File: src/rtl/crc_arbiter.sv
// crc_arbiter
//   Two-requester round-robin front end for a shared combinational CRC engine.
//   A granted requester streams beats through the engine. The running CRC is
//   kept between beats, and the final CRC and beat count are posted as a
//   per-requester result that is held until that requester accepts it.
//
// Ports
//   ACLK, ARESETn            clock, synchronous active-low reset
//   crc_init                 seed applied to the first beat of each packet
//   req_valid/req_last[1:0]  per-requester beat valid / final-beat flag
//   req_data0, req_data1     per-requester beat data
//   req_ready[1:0]           per-requester beat accept
//   res_valid[1:0]           per-requester result valid
//   res_ready[1:0]           per-requester result accept
//   res_crc0/1, res_len0/1   per-requester final CRC and beat count
//   eng_crc_in, eng_data     operands to the external CRC engine
//   eng_crc_out              engine result (same-cycle function of operands)
//   busy                     a packet currently holds the grant
//   grant                    requester holding, or last holding, the grant
module crc_arbiter #(
  parameter int DATA_WIDTH = 32,
  parameter int LEN_WIDTH  = 16
) (
  input  logic                  ACLK,
  input  logic                  ARESETn,
  input  logic [DATA_WIDTH-1:0] crc_init,
  input  logic [1:0]            req_valid,
  input  logic [DATA_WIDTH-1:0] req_data0,
  input  logic [DATA_WIDTH-1:0] req_data1,
  input  logic [1:0]            req_last,
  output logic [1:0]            req_ready,
  output logic [1:0]            res_valid,
  output logic [DATA_WIDTH-1:0] res_crc0,
  output logic [DATA_WIDTH-1:0] res_crc1,
  output logic [LEN_WIDTH-1:0]  res_len0,
  output logic [LEN_WIDTH-1:0]  res_len1,
  input  logic [1:0]            res_ready,
  output logic [DATA_WIDTH-1:0] eng_crc_in,
  output logic [DATA_WIDTH-1:0] eng_data,
  input  logic [DATA_WIDTH-1:0] eng_crc_out,
  output logic                  busy,
  output logic                  grant
);

  typedef enum logic {IDLE, BUSY} state_t;

  state_t                state, state_nxt;
  logic                  last_winner;
  logic                  first_beat;
  logic [DATA_WIDTH-1:0] run_crc;
  logic [LEN_WIDTH-1:0]  beat_cnt;
  logic [1:0]            eligible;
  logic                  grant_nxt;
  logic                  start;
  logic                  accept;
  logic                  accept_last;

  // A requester whose previous result is still unconsumed sits out arbitration.
  assign eligible = req_valid & ~res_valid;
  assign busy     = (state == BUSY);

  always_ff @(posedge ACLK) begin
    if (!ARESETn) state <= IDLE;
    else          state <= state_nxt;
  end

  always_comb begin
    state_nxt   = state;
    grant_nxt   = grant;
    start       = 1'b0;
    req_ready   = '0;
    accept      = 1'b0;
    accept_last = 1'b0;
    eng_data    = grant ? req_data1 : req_data0;
    eng_crc_in  = first_beat ? crc_init : run_crc;
    unique case (state)
      IDLE: begin
        if (eligible != 2'b00) begin
          start     = 1'b1;
          state_nxt = BUSY;
          // On a tie the requester that did not finish last wins.
          if (eligible == 2'b11) grant_nxt = ~last_winner;
          else                   grant_nxt = eligible[1];
        end
      end
      BUSY: begin
        req_ready   = grant ? 2'b10 : 2'b01;
        accept      = req_valid[grant];
        accept_last = accept & req_last[grant];
        if (accept_last) state_nxt = IDLE;
      end
    endcase
  end

  always_ff @(posedge ACLK) begin
    if (!ARESETn) begin
      grant       <= 1'b0;
      last_winner <= 1'b1;
      first_beat  <= 1'b0;
      run_crc     <= '0;
      beat_cnt    <= '0;
      res_valid   <= '0;
      res_crc0    <= '0;
      res_crc1    <= '0;
      res_len0    <= '0;
      res_len1    <= '0;
    end else begin
      grant     <= grant_nxt;
      res_valid <= res_valid & ~res_ready;
      if (start) begin
        first_beat <= 1'b1;
        beat_cnt   <= '0;
      end
      if (accept) begin
        first_beat <= 1'b0;
        if (accept_last) begin
          // res_valid[grant] is known clear here, so the set cannot race a clear.
          last_winner      <= grant;
          res_valid[grant] <= 1'b1;
          if (grant) begin
            res_crc1 <= eng_crc_out;
            res_len1 <= beat_cnt + 1'b1;
          end else begin
            res_crc0 <= eng_crc_out;
            res_len0 <= beat_cnt + 1'b1;
          end
        end else begin
          run_crc  <= eng_crc_out;
          beat_cnt <= beat_cnt + 1'b1;
        end
      end
    end
  end

endmodule

File: config.mk
export PLATFORM = sky130hd
export DESIGN_NAME = crc_arbiter
export DESIGN_NICKNAME = d
export VERILOG_FILES = /design/src/rtl/crc_arbiter.sv
export SDC_FILE = /design/constraint.sdc
export NUM_CORES = 1
export LEC_CHECK = 0
export CELL_PAD_IN_SITES_DETAIL_PLACEMENT = 0
export CELL_PAD_IN_SITES_GLOBAL_PLACEMENT = 1
export CORE_ASPECT_RATIO = 1.5
export CORE_MARGIN = 2
export CORE_UTILIZATION = 31
export CTS_CLUSTER_SIZE = 30
export DETAILED_ROUTE_END_ITERATION = 12
export GPL_TIMING_DRIVEN = 0
export PLACE_DENSITY_LB_ADDON = 0.08
export SKIP_CTS_REPAIR_TIMING = 1
export SYNTH_ARGS = -nofsm -noshare
export SYNTH_HDL_FRONTEND = slang
export SYNTH_SLANG_ARGS = --single-unit
File: constraint.sdc
create_clock -name ACLK -period 4.1 [get_ports ACLK]
set_clock_uncertainty 0.05 [all_clocks]
set_input_delay 0.82 -clock ACLK [delete_from_list [all_inputs] [get_ports ACLK]]
set_output_delay 0.82 -clock ACLK [all_outputs]
set_load 0.1 [all_outputs]
==> impl_metrics.toml <==
[status]
run_status = "finished, final reports clean"

[global_route]
grt_pass1_vias = 6552
grt_pass1_wl_um = 37700
grt_max_degree = 17
grt.total_usage_pct = 22.4
grt-ovfl-total = 0
antenna_found_initial = 0

[power_and_ir_drop]
p_leak_nw = 3.64
clkPwrFrac_pct = 36.4
p_comb_share_pct = 27.4
switching_share_pct = 35.8
ir_drop_uv = 268
pwr-share-seq_pct = 36.2
intPower_mw = 2.69
p_sw_mw = 1.50
powerDensity_nw_per_um2 = 407

[floorplan]
core_um2 = 20300
die_w_um = 121
initial_core_util_pct = 31.4
std_cell_rows = 64
dieArea_um2 = 21800
die_y_um = 180
pin_count = 302

[clock_tree]
insertion_delay_ns = 0.42
cts_buffers = 17
htreeDepth = 4
cts_buffer_depth = 2
clkTransAtPathRegs_ns = 0.07
clockRootBuffer = "clkbuf_16"
cts_sinks = 150
cts_tree = "built"

[timing]
setup_violations = 0
period_needed_ns = 3.92
fmax_mhz = 255
rsz0062_at_grt = "no"
fin_crit_sh_pct = 95.6
worst_pin_slew_ns = 1.10
whs_ns = 0.401
fin_setup_tns_ns = 0
final_max_slew_viol_count = 0
relSlewSlack_pct = 26.2
hold_viol = 0

[final_layout]
num-nets-final = 1209
drive_gt1_share_pct = 11.9
diodes = 0
area_delta_synth_final_pct = 61.2
fin_util_pct = 50.6
fillers = 1991

[detailed_routing]
firstDrtPassIters = 4
drc = 0
vias = 6405
vias_per_cell = 4.75
wl_um = 24700
postRouteAntennaNets = 0
routedWlPerCell_um = 18.3
drtIter0Drc = 237

[worst_setup_path]
slowest_delay_ns = 1.14
crit_fanout = 10
arrival_ns = 3.05
cp-startpoint = "first_beat"
critPathRequiredTime_ns = 3.23
cp_top_family = "buffers and inverters"
critical_path.startpoint_type = "register"
r2r_start = "beat_cnt[0]"
critPathCaptureType = "output port"
worst-path-buf-inv = 3
path_cells = "clkbuf_1, clkbuf_1, mux2_2, clkdlybuf4s50_1"
critical_path.most_common_cell = "clkbuf_1"
crit_slowest_cell = "clkdlybuf4s50_1"
crit_type = "register to output port"

[place]
io_buffers = 301
dp_hpwl_um = 19000
routabilityCongestion = 0.794

[synthesis]
yosysWarnings = 0
synthArstFlopShare_pct = 0
syn_area_per_cell_um2 = 8.50
syn-num-nets = 889
ys_seq_area_share_pct = 47.0
synth-main-ff-cell = "dfxtp_1"
ys_types = 42
syn_inst = 752
synth_edf_count = 0
synth_area_um2 = 6390
ys_seq_elements = 150

[run]
maxCapViolCount = 0

[min_path]
holdCritPathClass = "register to register"
hp-start = "res_crc0[24]"
## worst register-to-register path, stage by stage (launching register included)
cell and delay [ns]:
dfxtp_1 0.48, ha_1 0.32, nand4_2 0.22, nor3_1 0.44
mux2_2 0.38, a21o_1 0.14
## per-stage QoR
step | std cells | power, mW | worst slack [ns] | cell area, µm²
6_report | 1349 | 4.19 | 0.181 | 10300
5_1_grt | 1349 | 4.32 | 0.0610 | 10300
4_1_cts | 1349 | 4.23 | 0.122 | 10300
3_5_place_dp | 1317 | 2.70 | 0.565 | 9730
3_3_place_gp | 1317 | 2.70 | 0.577 | 9730
2_1_floorplan | 752 | 2.33 | 1.02 | 6390
## worst paths after layout
kind | end | cells past startpoint | slack (ns)
worst max register to register | beat_cnt[12] | 5 | 1.96
worst min register to register | res_crc0[24] | 2 | 0.40
worst min-delay path | res_crc0[24] | 2 | 0.40
worst max-delay path | eng_crc_in[25] | 4 | 0.18
## logic make-up after synthesis
logic type	share of synthesized area, %
adders and majority gates	0.196
and+or+nand+nor	19.5
xor gates and xnor gates	1.92
AOI/OAI and AO/OA	15.2
buffers and inverters	4.60
DFF	47.0
muxes	11.6
## cell usage after synthesis, types with 3 or more instances
| cell | n | area share [%] |
|---|---|---|
| a211o_1 | 5 | 0.69 |
| a211oi_1 | 9 | 1.1 |
| a21oi_1 | 130 | 10 |
| a311oi_1 | 3 | 0.41 |
| and3_1 | 4 | 0.39 |
| buf_2 | 16 | 1.3 |
| clkbuf_1 | 36 | 2.1 |
| clkbuf_2 | 3 | 0.23 |
| dfxtp_1 | 150 | 47 |
| inv_1 | 6 | 0.35 |
| mux2_2 | 66 | 12 |
| nand2_1 | 209 | 12 |
| nand2b_1 | 8 | 0.78 |
| nand3_1 | 11 | 0.86 |
| nand4_1 | 5 | 0.49 |
| nor2_1 | 13 | 0.76 |
| nor3_1 | 6 | 0.47 |
| nor4_2 | 4 | 0.78 |
| o21ai_0 | 24 | 1.9 |
| o2bb2ai_1 | 3 | 0.41 |
| xnor2_1 | 12 | 1.6 |
## routing by layer
layer	part of all wire (%)	global-route usage (%)	vias to the layer above	wire [µm]
li1	-	-	3197	-
met3	5.8	4.85	24	1420
met1	41	26.5	2988	10200
met4	1.6	5.70	0	392
met2	51	40.6	196	12700
met5	0	0	-	0
## power by group through the flow
stage | registers (mW) | clock network, mW | logic [mW]
3_5_place_dp | 1.55 | 0 | 1.15
5_1_grt | 1.52 | 1.61 | 1.19
2_1_floorplan | 1.71 | 0 | 0.620
3_3_place_gp | 1.55 | 0 | 1.15
6_report | 1.52 | 1.52 | 1.15
4_1_cts | 1.52 | 1.56 | 1.15
## registers in the layout (all words and copies together), names as in the netlist, 2 cells and up
signal,count
beat_cnt,16
res_crc0,32
res_crc1,32
res_len0,16
res_len1,16
res_valid,2
run_crc,32
## cell usage in the layout, fill, tap and decap left out, types with 6 or more instances in the layout
master           count
clkbuf_1            37
nand3_1             11
a211oi_1             9
mux2_2              66
o21ai_0             24
xnor2_1             12
inv_1                6
clkdlybuf4s50_1    301
buf_2               16
a21oi_1            130
nand2b_1             8
dfxtp_1            150
nand2_1            209
inv_6                6
nor3_1               6
nor2_1              13
clkbuf_16           17
## cell type report
class                      instances  area (µm²)  area share, %
tap                              264         330           3.21
clock buffer                      18         429           4.17
buffer                            60         272           2.64
inverter                           6        22.5          0.219
multi-input combinational        536        3090           30.0
sequential                       150        3000           29.2
timing repair buffer             301        3010           29.3
clock inverter                    14         138           1.34
Power figures use the tool's default switching activity.
